--- config.mk ---
export PLATFORM = sky130hd
export DESIGN_NAME = ifu_fetch
export DESIGN_NICKNAME = d
export VERILOG_FILES = /design/src/rtl/npc_pkg.sv /design/src/rtl/ifu_timeout_ctr.sv /design/src/rtl/ifu_fetch.sv
export SDC_FILE = /design/constraint.sdc
export NUM_CORES = 1
export LEC_CHECK = 0
export ABC_AREA = 1
export BUFFER_PORTS_ARGS = -buffer_cell sky130_fd_sc_hd__buf_2
export CAP_MARGIN = 5
export CORE_UTILIZATION = 49
export DETAILED_ROUTE_END_ITERATION = 12
export GPL_TIMING_DRIVEN = 0
export PLACE_DENSITY_LB_ADDON = 0.1
export SLEW_MARGIN = 10
export SYNTH_ARGS = -nofsm -noshare
export SYNTH_HDL_FRONTEND = slang
export SYNTH_SLANG_ARGS = --single-unit
--- constraint.sdc ---
create_clock -name clk -period 1.8 [get_ports clk]
set_input_delay 0.45 -clock clk [delete_from_list [all_inputs] [get_ports clk]]
set_output_delay 0.45 -clock clk [all_outputs]
set_load 0.01 [all_outputs]
--- src/rtl/npc_pkg.sv ---
// Shared NPC definitions: IFU state encoding, fault causes and architectural constants.
package npc_pkg;

    typedef enum logic [2:0] {
        S_IDLE     = 3'd0,
        S_REQ      = 3'd1,
        S_WAIT_RSP = 3'd2,
        S_VALID    = 3'd3,
        S_WAIT_PC  = 3'd4
    } ifu_state_e;

    typedef enum logic [1:0] {
        CAUSE_NONE     = 2'd0,
        CAUSE_MISALIGN = 2'd1,
        CAUSE_BUS_ERR  = 2'd2,
        CAUSE_TIMEOUT  = 2'd3
    } fault_cause_e;

    localparam logic [31:0] NOP_INST_DEF = 32'h0000_0013;
    localparam logic [31:0] RESET_PC_DEF = 32'h8000_0000;

endpackage

--- src/rtl/ifu_timeout_ctr.sv ---
// Response timeout counter: expire pulses on the enabled cycle that brings the count to TIMEOUT.
module ifu_timeout_ctr #(
    parameter int TIMEOUT = 255
) (
    input  logic clk,
    input  logic rst,
    input  logic clr,
    input  logic en,
    output logic expire
);

    localparam int CW = (TIMEOUT > 0) ? $clog2(TIMEOUT + 1) : 1;

    logic [CW-1:0] cnt_q, cnt_d;

    always_comb begin
        cnt_d = cnt_q;
        if (clr) begin
            cnt_d = '0;
        end else if (en) begin
            cnt_d = cnt_q + CW'(1);
        end
    end

    always_ff @(posedge clk or negedge rst) begin
        if (!rst) begin
            cnt_q <= '0;
        end else begin
            cnt_q <= cnt_d;
        end
    end

    // Compare against TIMEOUT-1 so the fault lands on the cycle the count would reach TIMEOUT.
    generate
        if (TIMEOUT > 0) begin : g_expire
            localparam logic [CW-1:0] LAST = CW'(TIMEOUT - 1);
            assign expire = en && (cnt_q == LAST);
        end else begin : g_no_expire
            assign expire = 1'b0;
        end
    endgenerate

endmodule

--- src/rtl/ifu_fetch.sv ---
// Instruction fetch unit: single-beat imem read, present word to decode, wait for next PC.
// Misaligned PCs, bus errors and response timeouts are turned into a fault-tagged NOP.
module ifu_fetch
    import npc_pkg::*;
#(
    parameter logic [31:0] RESET_PC = RESET_PC_DEF,
    parameter int          TIMEOUT  = 255,
    parameter logic [31:0] NOP_INST = NOP_INST_DEF
) (
    input  logic        clk,
    input  logic        rst,
    output logic        imem_req_valid,
    input  logic        imem_req_ready,
    output logic [31:0] imem_addr,
    input  logic        imem_rsp_valid,
    input  logic [31:0] imem_rsp_data,
    input  logic        imem_rsp_err,
    output logic [31:0] instruction,
    output logic [31:0] pc,
    output logic        IFU_done,
    input  logic        idu_ready,
    input  logic        pc_upd_valid,
    input  logic [31:0] pc_upd,
    output logic        fetch_fault,
    output logic [1:0]  fault_cause,
    output logic [31:0] fetch_cnt,
    output logic        proto_err
);

    ifu_state_e   state_q, state_d;
    logic [31:0]  pc_q, pc_d;
    logic [31:0]  instr_q, instr_d;
    logic         fault_q, fault_d;
    fault_cause_e cause_q, cause_d;
    logic [31:0]  fetch_cnt_q, fetch_cnt_d;
    logic         proto_err_q, proto_err_d;

    logic tmo_clr, tmo_en, tmo_expire;

    ifu_timeout_ctr #(.TIMEOUT(TIMEOUT)) u_timeout (
        .clk    (clk),
        .rst    (rst),
        .clr    (tmo_clr),
        .en     (tmo_en),
        .expire (tmo_expire)
    );

    always_ff @(posedge clk or negedge rst) begin
        if (!rst) begin
            state_q     <= S_IDLE;
            pc_q        <= RESET_PC;
            instr_q     <= NOP_INST;
            fault_q     <= 1'b0;
            cause_q     <= CAUSE_NONE;
            fetch_cnt_q <= '0;
            proto_err_q <= 1'b0;
        end else begin
            state_q     <= state_d;
            pc_q        <= pc_d;
            instr_q     <= instr_d;
            fault_q     <= fault_d;
            cause_q     <= cause_d;
            fetch_cnt_q <= fetch_cnt_d;
            proto_err_q <= proto_err_d;
        end
    end

    always_comb begin
        state_d     = state_q;
        pc_d        = pc_q;
        instr_d     = instr_q;
        fault_d     = fault_q;
        cause_d     = cause_q;
        fetch_cnt_d = fetch_cnt_q;
        tmo_clr     = 1'b0;
        tmo_en      = 1'b0;
        proto_err_d = proto_err_q | (pc_upd_valid && (state_q != S_WAIT_PC));

        unique case (state_q)
            S_IDLE: begin
                tmo_clr = 1'b1;
                state_d = S_REQ;
            end
            S_REQ: begin
                if (pc_q[1:0] != 2'b00) begin
                    instr_d = NOP_INST;
                    fault_d = 1'b1;
                    cause_d = CAUSE_MISALIGN;
                    state_d = S_VALID;
                end else if (imem_req_ready) begin
                    tmo_clr = 1'b1;
                    state_d = S_WAIT_RSP;
                end
            end
            S_WAIT_RSP: begin
                // A response on the expiry cycle takes priority over the timeout.
                if (imem_rsp_valid) begin
                    if (imem_rsp_err) begin
                        instr_d = NOP_INST;
                        fault_d = 1'b1;
                        cause_d = CAUSE_BUS_ERR;
                    end else begin
                        instr_d = imem_rsp_data;
                        fault_d = 1'b0;
                        cause_d = CAUSE_NONE;
                    end
                    state_d = S_VALID;
                end else begin
                    tmo_en = 1'b1;
                    if (tmo_expire) begin
                        instr_d = NOP_INST;
                        fault_d = 1'b1;
                        cause_d = CAUSE_TIMEOUT;
                        state_d = S_VALID;
                    end
                end
            end
            S_VALID: begin
                if (idu_ready) begin
                    fetch_cnt_d = fetch_cnt_q + 32'd1;
                    state_d     = S_WAIT_PC;
                end
            end
            S_WAIT_PC: begin
                if (pc_upd_valid) begin
                    pc_d    = pc_upd;
                    fault_d = 1'b0;
                    cause_d = CAUSE_NONE;
                    state_d = S_REQ;
                end
            end
            default: state_d = S_IDLE;
        endcase
    end

    always_comb begin
        imem_req_valid = 1'b0;
        IFU_done       = 1'b0;
        if (state_q == S_REQ && pc_q[1:0] == 2'b00) begin
            imem_req_valid = 1'b1;
        end
        if (state_q == S_VALID) begin
            IFU_done = 1'b1;
        end
    end

    assign imem_addr   = pc_q;
    assign pc          = pc_q;
    assign instruction = instr_q;
    assign fetch_fault = fault_q;
    assign fault_cause = cause_q;
    assign fetch_cnt   = fetch_cnt_q;
    assign proto_err   = proto_err_q;

endmodule

# --- After elaboration in Yosys (flattened, before gate mapping) ---
# Index checks and enable logic that the tools add are counted.
totals:
  regBits: 111
  latchBits: 0
  mem_bits_rw: 0
  rom_bits: 0
  in_bits: 71
  output_inout_bits: 134
  elab_cells: 69
  n_memories: 0
op_classes:
  add_sub_neg: 2
  n_mul: 0
  div: 0
  order_cmp: 0
  eq_ne: 11
  shift: 0
  muxes: 33
  n_bitwise: 1
  reduce_logical: 14
op_table:
  columns: ["cell", "n"]
  rows:
  - ["$mux W32", 4]
  - ["$pmux W32 S2", 1]
  - ["$add A32 B1 Y32 const B", 1]
  - ["$mux W3", 6]
  - ["$mux W8", 2]
  - ["$pmux W3 S5", 1]
  - ["$mux W1", 11]
  - ["$mux W2", 5]
  - ["$ne A3 B3 Y1 const B", 3]
  - ["$add A8 B1 Y8 const B", 1]
  - ["$eq A8 B8 Y1 const B", 1]
  - ["$reduce_and A4 Y1", 2]
  - ["$eq A3 B2 Y1 const B", 2]
  - ["$ne A2 B2 Y1 const B", 3]
  - ["$pmux W2 S3", 1]
  - ["$reduce_bool A2 Y1", 3]
  - ["$reduce_and A2 Y1", 2]
  - ["$eq A3 B1 Y1 const B", 1]
  - ["$eq A3 B3 Y1 const B", 1]
  - ["$logic_and A1 B1 Y1", 3]
  - ["$logic_not A3 Y1", 1]
  - ["$pmux W1 S3", 1]
  - ["$reduce_and A3 Y1", 1]
  - ["$reduce_bool A3 Y1", 1]
  - ["other kinds (3)", 3]

# --- Longest topological paths before layout ---
# Gate-level depths: netlist of the first run.
logic_depth:
  depth_word: 6
  ltp_mapped: 10

# --- By module ---
# From an unflattened synthesis of the first run, not the netlist that was laid out.
unflattened:
  cells_unflattened: 604
  area_unflattened_um2: 5348.9
modules_own_cells:
  columns: ["module", "instances", "cells_each", "area_per_inst_um2", "seq_area_each_um2"]
  rows:
  - ["ifu_fetch", 1, 540, 4874.7, 2582.5]
  - ["ifu_timeout_ctr", 1, 64, 474.2, 200.2]

# --- Least setup slack after synthesis of the first run ---
# Ideal clock, no wire load.
synth_timing:
  kind: "register to register"
  start: "reg fetch_cnt_q[0], in the netlist fetch_cnt[0]"
  end: "reg fetch_cnt_q[24], in the netlist fetch_cnt[24]"
  t_arrival_ns: 1.330
  path_slack_ns: 0.353
  path_stages_with_launch: 9
  path_buffers: 0
  synth_period_minus_slack_ns: 1.447
  cell_sequence: "dfrtp_1 ha_1 nand2_1 nor2_1 nand3_1 nor2_1 nand4_1 nand2_1 nand2_1"
synth_via:
  elab_chain_len: 1
synth_lines:
  columns: ["item", "line", "rtl"]
  rows:
  - ["from (decl)", "ifu_fetch.sv:35", "logic [31:0] fetch_cnt_q, fetch_cnt_d;"]
  - ["from (signal assigned)", "ifu_fetch.sv:63", "fetch_cnt_q <= fetch_cnt_d;"]
  - ["$add A32 B1 Y32", "ifu_fetch.sv:120", "fetch_cnt_d = fetch_cnt_q + 32'd1;"]
# No other way between the ends.
# A chain may end at the register's enable or synchronous reset.

# --- Worst setup path after layout of the first run ---
layout_timing:
  start: "reg state_q[1]"
  end: "out imem_req_valid"
layout_via:
  elab_chain_len: 3
layout_lines:
  columns: ["item", "line", "rtl"]
  rows:
  - ["from (decl)", "ifu_fetch.sv:30", "ifu_state_e state_q, state_d;"]
  - ["from (signal assigned)", "ifu_fetch.sv:58", "state_q <= state_d;"]
  - ["$eq A3 B1 Y1", "ifu_fetch.sv:139", "if (state_q == S_REQ && pc_q[1:0] == 2'b00) begin"]
  - ["$logic_and A1 B1 Y1", "ifu_fetch.sv:139", null]
  - ["$mux W1", "ifu_fetch.sv:139", null]
  - ["to (decl)", "ifu_fetch.sv:12", "output logic imem_req_valid,"]
# No other way between the ends.

==> impl_metrics.xml, run 1 <==
<?xml version="1.0" encoding="UTF-8"?>
<metrics>
  <group name="timing">
    <metric name="finalWorstPathRequiredPeriod" unit="ps">1770</metric>
    <metric name="finalHoldViolCount" unit="">0</metric>
    <metric name="max-slew-margin-rel" unit="">0.625</metric>
    <metric name="totalNegativeSetupSlack" unit="ps">0</metric>
    <metric name="final_critical_path_setup_slack" unit="ps">34.5</metric>
    <metric name="slew_viol_final" unit="">0</metric>
    <metric name="final.period_utilization" unit="">0.981</metric>
    <metric name="maxClockFrequency" unit="MHz">566</metric>
    <metric name="final-setup-viol-count" unit="">0</metric>
    <metric name="skew" unit="ps">8.86</metric>
    <metric name="setup_repair_after_global_routing_missed_its_margin" unit="">true</metric>
    <metric name="timing_worst_slew_pin_value" unit="ps">562</metric>
  </group>
  <group name="synth">
    <metric name="ys_seq_area_frac" unit="">0.518</metric>
    <metric name="synth-main-ff-cell" unit="">sky130_fd_sc_hd__dfrtp_1</metric>
    <metric name="yosysWarningCount" unit="">0</metric>
    <metric name="syn_nets" unit="">677</metric>
    <metric name="synth_cells" unit="">603</metric>
    <metric name="synth_area_leader_cell" unit="">sky130_fd_sc_hd__dfrtp_1</metric>
    <metric name="yosys.area.top_type_share" unit="">0.498</metric>
    <metric name="yosysUniqueCellTypes" unit="">31</metric>
    <metric name="synth-async-reset-ratio" unit="">1.00</metric>
    <metric name="synth.area.top_cells" unit="">sky130_fd_sc_hd__dfrtp_1 (50%), sky130_fd_sc_hd__nand2_1 (13%), sky130_fd_sc_hd__buf_4 (4.6%), sky130_fd_sc_hd__nor2_1 (4.3%), sky130_fd_sc_hd__inv_1 (3.9%)</metric>
    <metric name="mappedNetlistArea" unit="sq um">5370</metric>
    <metric name="syn_area_per_cell" unit="sq um">8.91</metric>
    <metric name="synth-seq-cells" unit="">111</metric>
    <metric name="synth_enable_flop_cells" unit="">0</metric>
  </group>
  <group name="clocking">
    <metric name="clock_latency" unit="ps">360</metric>
    <metric name="tritoncts" unit="">built</metric>
    <metric name="tritoncts_num_sinks" unit="">111</metric>
    <metric name="clk_root_buffer_cell" unit="">sky130_fd_sc_hd__clkbuf_8</metric>
    <metric name="worst_setup_hold_path_clk_slew" unit="ps">100</metric>
    <metric name="clock_tree.htree_level_count" unit="">3</metric>
    <metric name="numCtsBuffers" unit="">9</metric>
    <metric name="clock_tree.buffer_depth" unit="">2</metric>
  </group>
  <group name="cells_and_area">
    <metric name="antenna_cells" unit="">0</metric>
    <metric name="mostFrequentLayoutCell" unit="">sky130_fd_sc_hd__buf_2</metric>
    <metric name="n_fill_cell" unit="">904</metric>
    <metric name="layout-drive-gt1-share" unit="">0.389</metric>
    <metric name="finish.net_count" unit="">900</metric>
    <metric name="final_cell_area_excluding_filler_cells" unit="sq um">6890</metric>
    <metric name="multi_input_gate_area" unit="sq um">2090</metric>
    <metric name="layout_overhead_on_the_synthesized_area" unit="%">28.2</metric>
    <metric name="most-common-layout-cells" unit="">sky130_fd_sc_hd__buf_2 (206), sky130_fd_sc_hd__nand2_1 (193), sky130_fd_sc_hd__dfrtp_1 (104), sky130_fd_sc_hd__inv_1 (56), sky130_fd_sc_hd__nor2_1 (56)</metric>
    <metric name="final_core_util" unit="">0.659</metric>
    <metric name="seq_area" unit="sq um">2790</metric>
  </group>
  <group name="setup_path">
    <metric name="crit_fanout" unit="">4</metric>
    <metric name="timing_worst_setup_path_type" unit="">reg -&gt; out</metric>
    <metric name="critPathCaptureType" unit="">primary output</metric>
    <metric name="timing.critical_path.required" unit="ps">1350</metric>
    <metric name="worstPathArrival" unit="ps">1320</metric>
    <metric name="critPathLaunchType" unit="">flop</metric>
  </group>
  <group name="die">
    <metric name="die_h" unit="microns">107</metric>
    <metric name="initial_core_util" unit="">0.514</metric>
    <metric name="core" unit="sq um">10500</metric>
    <metric name="ioPinCount" unit="">205</metric>
    <metric name="die_w" unit="microns">107</metric>
    <metric name="design.die.area" unit="sq um">11400</metric>
    <metric name="row_count" unit="">37</metric>
  </group>
  <group name="hold_path">
    <metric name="worst_hold_path_type" unit="">in -&gt; async</metric>
  </group>
  <group name="power">
    <metric name="irDropWorstVdd" unit="mV">0.632</metric>
    <metric name="total_power" unit="mW">9.23</metric>
    <metric name="total_leakage_power" unit="nW">3.95</metric>
    <metric name="power_density" unit="nW/um^2">1340</metric>
  </group>
  <group name="routing">
    <metric name="detail_route.drc_violations" unit="">0</metric>
    <metric name="average_wire_per_cell_in_the_routed_design" unit="microns">12.9</metric>
    <metric name="route.antenna.remaining_nets" unit="">0</metric>
    <metric name="viasPerCell" unit="">4.80</metric>
    <metric name="postRouteWirelength" unit="mm">12.4</metric>
    <metric name="detailroute.via_count" unit="">4643</metric>
    <metric name="initialDrtViolationCount" unit="">205</metric>
    <metric name="drtPass1Iterations" unit="">4</metric>
  </group>
  <group name="global_routing">
    <metric name="grt_use_total" unit="">0.225</metric>
    <metric name="grt_pass1_wl" unit="mm">20.1</metric>
    <metric name="grt_overflow_total" unit="">0</metric>
    <metric name="grt_max_degree" unit="">59</metric>
    <metric name="grt_pass1_vias" unit="">4365</metric>
    <metric name="grt_antenna_before_repair" unit="">0</metric>
  </group>
  <group name="placement">
    <metric name="dp_slack" unit="ps">-112</metric>
    <metric name="count_of_input_and_output_buffers" unit="">204</metric>
    <metric name="placed_area" unit="sq um">6600</metric>
    <metric name="place_congestion" unit="">0.840</metric>
    <metric name="dp_hpwl" unit="mm">9.77</metric>
  </group>
  <group name="run_status">
    <metric name="outcome" unit="">complete, no violations</metric>
  </group>
  <group name="job">
    <metric name="cap_viol_max_count" unit="">0</metric>
  </group>
</metrics>
[worst paths after layout]
| path | start | endpoint | slack (ps) | cells past startpoint |
|---|---|---|---|---|
| min | rst | fetch_cnt[22]$_DFFE_PN0P_ | 20 | 1 |
| max | state_q[1]$_DFFE_PN0P_ | imem_req_valid | 30 | 4 |
| min reg2reg | instruction[17]$_DFFE_PN0P_ | instruction[17]$_DFFE_PN0P_ | 480 | 2 |
| min in group clk | imem_rsp_data[2] | instruction[2]$_DFFE_PN0P_ | 280 | 3 |
| max in group asynchronous | rst | imem_addr[31]$_DFFE_PN1P_ | 1080 | 2 |
| max reg2reg | fetch_cnt[9]$_DFFE_PN0P_ | fetch_cnt[14]$_DFFE_PN0P_ | 130 | 6 |
[final cells by class]
class / instances / share of cell area
clock buffer: 11 / 0.0220
timing repair buffer: 212 / 0.161
buffer: 41 / 0.0454
multi-input combinational: 392 / 0.303
inverter: 59 / 0.0321
tap: 136 / 0.0247
clock inverter: 5 / 0.00817
sequential: 111 / 0.404
[cells in the mapped netlist (all sizes together), types with 2 or more instances]
library cell / n
buf: 40
dfstp: 4
dfrtp: 107
nand2: 195
xnor2: 10
nand3b: 4
inv: 59
o21ai: 13
a21oi: 2
mux2: 32
ha: 3
nand3: 32
nor3: 5
nand4: 19
xor2: 6
nor2: 67
[critical path, cell delays in order, from the launching register on]
cell and delay, ps:
sky130_fd_sc_hd__dfrtp_2 440, sky130_fd_sc_hd__inv_1 110, sky130_fd_sc_hd__nand3_2 120, sky130_fd_sc_hd__nor2_4 140, sky130_fd_sc_hd__buf_2 150
[where the power goes]
part,switching (mW),total (mW),leakage [nW],internal (mW)
sequential,0.495,3.74,1.46,3.24
clock,0.825,1.54,0.105,0.718
combinational,2.05,3.94,2.39,1.89
total,3.37,9.23,3.95,5.85
[timing repair]
item                                    CTS  global route
hold buffers                              0             0
pin swaps                                 0             0
gates resized for setup                   2            11
setup buffers                             0             7
endpoints found under the setup margin   33            22
endpoints found under the hold margin     0             0
[registers in the layout, indices dropped and copies added, names as in the netlist]
register         cells
proto_err            1
fetch_cnt           32
fetch_fault          1
instruction         32
imem_addr           32
fault_cause          2
u_timeout.cnt_q      8
state_q              3
[metrics by stage]
| step | instances | hold slack [ps] |
|---|---|---|
| 2_1_floorplan | 603 | 154 |
| 3_3_place_gp | 943 | 451 |
| 3_5_place_dp | 944 | 432 |
| 4_1_cts | 960 | 24.0 |
| 5_1_grt | 967 | 45.4 |
| 6_report | 967 | 16.9 |
[layer usage]
metal,vias to the layer above,share of wire,track usage
li1,2315,-,-
met3,23,0.055,0.0371
met2,152,0.51,0.398
met5,-,0,0
met4,0,0.023,0.0959
met1,2153,0.42,0.270
[cell families (layout without fill, tap and decap cells)]
logic type	count (synthesis)	in the layout	synth area share
AO/OA/AOI/OAI	17	17	0.0172
flip-flops	111	111	0.518
buffers and inverters	100	328	0.0992
adder cells (fa/ha/maj)	3	3	0.00699
multiplexers	32	32	0.0740
XOR/XNOR	16	16	0.0261
AND/OR/NAND/NOR	324	324	0.259
Note: power is estimated with default switching activity, not from simulation.
==> run 2: changes to the inputs <==
--- a/config.mk
+++ b/config.mk
@@ -8,6 +8,7 @@
 export ABC_AREA = 1
 export BUFFER_PORTS_ARGS = -buffer_cell sky130_fd_sc_hd__buf_2
 export CAP_MARGIN = 5
+export CORE_ASPECT_RATIO = 0.6
 export CORE_UTILIZATION = 49
 export DETAILED_ROUTE_END_ITERATION = 12
 export GPL_TIMING_DRIVEN = 0
==> run 2 against run 1 <==
  * Count of clock-buffer cells in the layout down 1
  * Power up 4.5%
  * Wire length up 8.4%
  * Cell count up 0.21%
  * Fmax down 0.31%
  * Die area up 0.12%
  * Largest cell class unchanged
==> impl_metrics.xml, run 2 (synthesis gave the netlist of run 1 again) <==
<?xml version="1.0" encoding="UTF-8"?>
<metrics>
  <group name="cells_and_area">
    <metric name="antenna_cells" unit="">0</metric>
    <metric name="multi_input_gate_area" unit="sq um">2100</metric>
    <metric name="finish.net_count" unit="">899</metric>
    <metric name="mostFrequentLayoutCell" unit="">sky130_fd_sc_hd__buf_2</metric>
    <metric name="seq_area" unit="sq um">2790</metric>
    <metric name="final_cell_area_excluding_filler_cells" unit="sq um">6990</metric>
    <metric name="n_fill_cell" unit="">943</metric>
    <metric name="layout_overhead_on_the_synthesized_area" unit="%">30.1</metric>
    <metric name="layout-drive-gt1-share" unit="">0.387</metric>
    <metric name="most-common-layout-cells" unit="">sky130_fd_sc_hd__buf_2 (204), sky130_fd_sc_hd__nand2_1 (193), sky130_fd_sc_hd__dfrtp_1 (105), sky130_fd_sc_hd__nor2_1 (56), sky130_fd_sc_hd__inv_1 (55)</metric>
    <metric name="finalNonFillerCells" unit="">969</metric>
  </group>
  <group name="routing">
    <metric name="average_wire_per_cell_in_the_routed_design" unit="microns">13.9</metric>
    <metric name="route.antenna.remaining_nets" unit="">0</metric>
    <metric name="viasPerCell" unit="">4.90</metric>
    <metric name="drtPass1Iterations" unit="">5</metric>
    <metric name="initialDrtViolationCount" unit="">250</metric>
    <metric name="detail_route.drc_violations" unit="">0</metric>
    <metric name="detailroute.via_count" unit="">4745</metric>
    <metric name="postRouteWirelength" unit="mm">13.5</metric>
  </group>
  <group name="setup_path">
    <metric name="worstPathArrival" unit="ps">1320</metric>
    <metric name="cp_cell_sequence" unit="">nand3_2, nor2_4, buf_6</metric>
    <metric name="number_of_buffers_and_inverters_on_the_critical_path" unit="">1</metric>
    <metric name="cp_top_family" unit="">flip-flops</metric>
    <metric name="timing.critical_path.required" unit="ps">1350</metric>
    <metric name="critPathCaptureType" unit="">primary output</metric>
    <metric name="crit_path_max_incr_delay" unit="ps">510</metric>
    <metric name="timing_worst_setup_path_type" unit="">reg -&gt; out</metric>
    <metric name="crit_fanout" unit="">7</metric>
    <metric name="critPathLaunchType" unit="">flop</metric>
    <metric name="crit_path_top_delay_cell" unit="">sky130_fd_sc_hd__dfrtp_1</metric>
  </group>
  <group name="timing">
    <metric name="slew_viol_final" unit="">0</metric>
    <metric name="maxClockFrequency" unit="MHz">565</metric>
    <metric name="setup_repair_after_global_routing_missed_its_margin" unit="">true</metric>
    <metric name="skew" unit="ps">5.56</metric>
    <metric name="final.period_utilization" unit="">0.984</metric>
    <metric name="timing_worst_slew_pin_value" unit="ps">504</metric>
    <metric name="totalNegativeSetupSlack" unit="ps">0</metric>
    <metric name="finalHoldViolCount" unit="">0</metric>
    <metric name="finalWorstPathRequiredPeriod" unit="ps">1770</metric>
    <metric name="max-slew-margin-rel" unit="">0.663</metric>
    <metric name="final-setup-viol-count" unit="">0</metric>
  </group>
  <group name="placement">
    <metric name="dp_hpwl" unit="mm">10.3</metric>
    <metric name="place_congestion" unit="">0.890</metric>
    <metric name="dp_cells" unit="">947</metric>
    <metric name="placed_area" unit="sq um">6600</metric>
    <metric name="count_of_input_and_output_buffers" unit="">204</metric>
  </group>
  <group name="hold_path">
    <metric name="worst_hold_path_type" unit="">in -&gt; reg</metric>
  </group>
  <group name="clocking">
    <metric name="clk_root_buffer_cell" unit="">sky130_fd_sc_hd__clkbuf_16</metric>
    <metric name="clock_tree.buffer_depth" unit="">2</metric>
    <metric name="clock_latency" unit="ps">350</metric>
    <metric name="tritoncts_num_sinks" unit="">111</metric>
    <metric name="numCtsBuffers" unit="">9</metric>
    <metric name="worst_setup_hold_path_clk_slew" unit="ps">70</metric>
    <metric name="clock_tree.htree_level_count" unit="">3</metric>
    <metric name="tritoncts" unit="">built</metric>
  </group>
  <group name="die">
    <metric name="core" unit="sq um">10600</metric>
    <metric name="ioPinCount" unit="">205</metric>
    <metric name="die_h" unit="microns">83.1</metric>
    <metric name="design.die.area" unit="sq um">11400</metric>
    <metric name="die_w" unit="microns">137</metric>
    <metric name="row_count" unit="">29</metric>
    <metric name="initial_core_util" unit="">0.505</metric>
  </group>
  <group name="global_routing">
    <metric name="grt_use_total" unit="">0.240</metric>
    <metric name="met2_usage" unit="">0.362</metric>
    <metric name="grt_antenna_before_repair" unit="">0</metric>
    <metric name="grt_pass1_wl" unit="mm">21.2</metric>
    <metric name="grt_busiest_layer" unit="">met2</metric>
    <metric name="groute.layer.met3.usage" unit="">0.0452</metric>
    <metric name="grt_max_degree" unit="">84</metric>
    <metric name="grt_pass1_vias" unit="">4270</metric>
    <metric name="grt_overflow_total" unit="">0</metric>
    <metric name="globalRouteMet1Util" unit="">0.355</metric>
  </group>
  <group name="job">
    <metric name="cap_viol_max_count" unit="">0</metric>
  </group>
  <group name="power">
    <metric name="power_density" unit="nW/um^2">1380</metric>
    <metric name="irDropWorstVdd" unit="mV">0.833</metric>
    <metric name="total_leakage_power" unit="nW">3.98</metric>
  </group>
  <group name="run_status">
    <metric name="outcome" unit="">complete, no violations</metric>
  </group>
</metrics>
==> run 2: where the power goes <==
part	total [mW]	switching (mW)	internal (mW)
sequential	3.78	0.533	3.24
combinational	3.96	2.08	1.88
clock	1.91	0.943	0.965
==> run 2: final timing paths <==
check                                                 start  cells after the start                           to  slack [ps]
worst max-delay path                 state_q[0]$_DFFE_PN0P_                      3               imem_req_valid          30
worst min-delay path                      imem_rsp_data[31]                      3  instruction[31]$_DFFE_PN0P_         300
worst max register to register       state_q[0]$_DFFE_PN0P_                      6  instruction[29]$_DFFE_PN0P_          60
worst min register to register  instruction[31]$_DFFE_PN0P_                      2  instruction[31]$_DFFE_PN0P_         470
max in group asynchronous                               rst                      3       state_q[2]$_DFFE_PN0P_         530
min in group asynchronous                               rst                      2  instruction[28]$_DFFE_PN0P_         550
==> run 2: metrics by stage <==
| step | hold slack, ps | power (mW) | util | worst slack [ps] |
|---|---|---|---|---|
| after global routing | 302 | 10.3 | 0.658 | -24.3 |
| final | 299 | 9.64 | 0.658 | 29.1 |
| after detailed placement | 339 | 7.69 | 0.621 | -73.9 |
| after global placement | 450 | 7.56 | 0.618 | -1030 |
| after floorplan | 154 | 6.10 | - | 353 |
| after CTS | 289 | 9.65 | 0.650 | -62.0 |
==> run 2: layout make-up <==
cell class,instances,share of cell area
plain buffers,41,0.0449
clock buffers,10,0.0328
clock inverters,6,0.00770
inverters,59,0.0320
multi-input cells,392,0.301
flip-flops and latches,111,0.398
well taps,139,0.0249
repair buffers,211,0.159
==> run 2: worst register-to-register path, stage by stage, from the launching register on <==
cell	delay (ps)
sky130_fd_sc_hd__dfrtp_1	480
sky130_fd_sc_hd__inv_2	100
sky130_fd_sc_hd__nand3_2	160
sky130_fd_sc_hd__nor3_2	350
sky130_fd_sc_hd__clkbuf_1	380
sky130_fd_sc_hd__nand2_1	110
sky130_fd_sc_hd__nand2_1	90
==> run 2: layer usage <==
metal  vias to the layer above  wire (microns)
met1                      2259            6320
met2                       164            6070
met4                         0             128
met3                        12             958
li1                       2310               -
met5                         -               0
==> run 2: repair_timing <==
item | CTS | global route
setup buffers | 0 | 5
hold buffers | 1 | 0
setup endpoints to repair | 15 | 37
pin swaps | 0 | 2
resized for setup | 4 | 13
endpoints found under the hold margin | 25 | 0
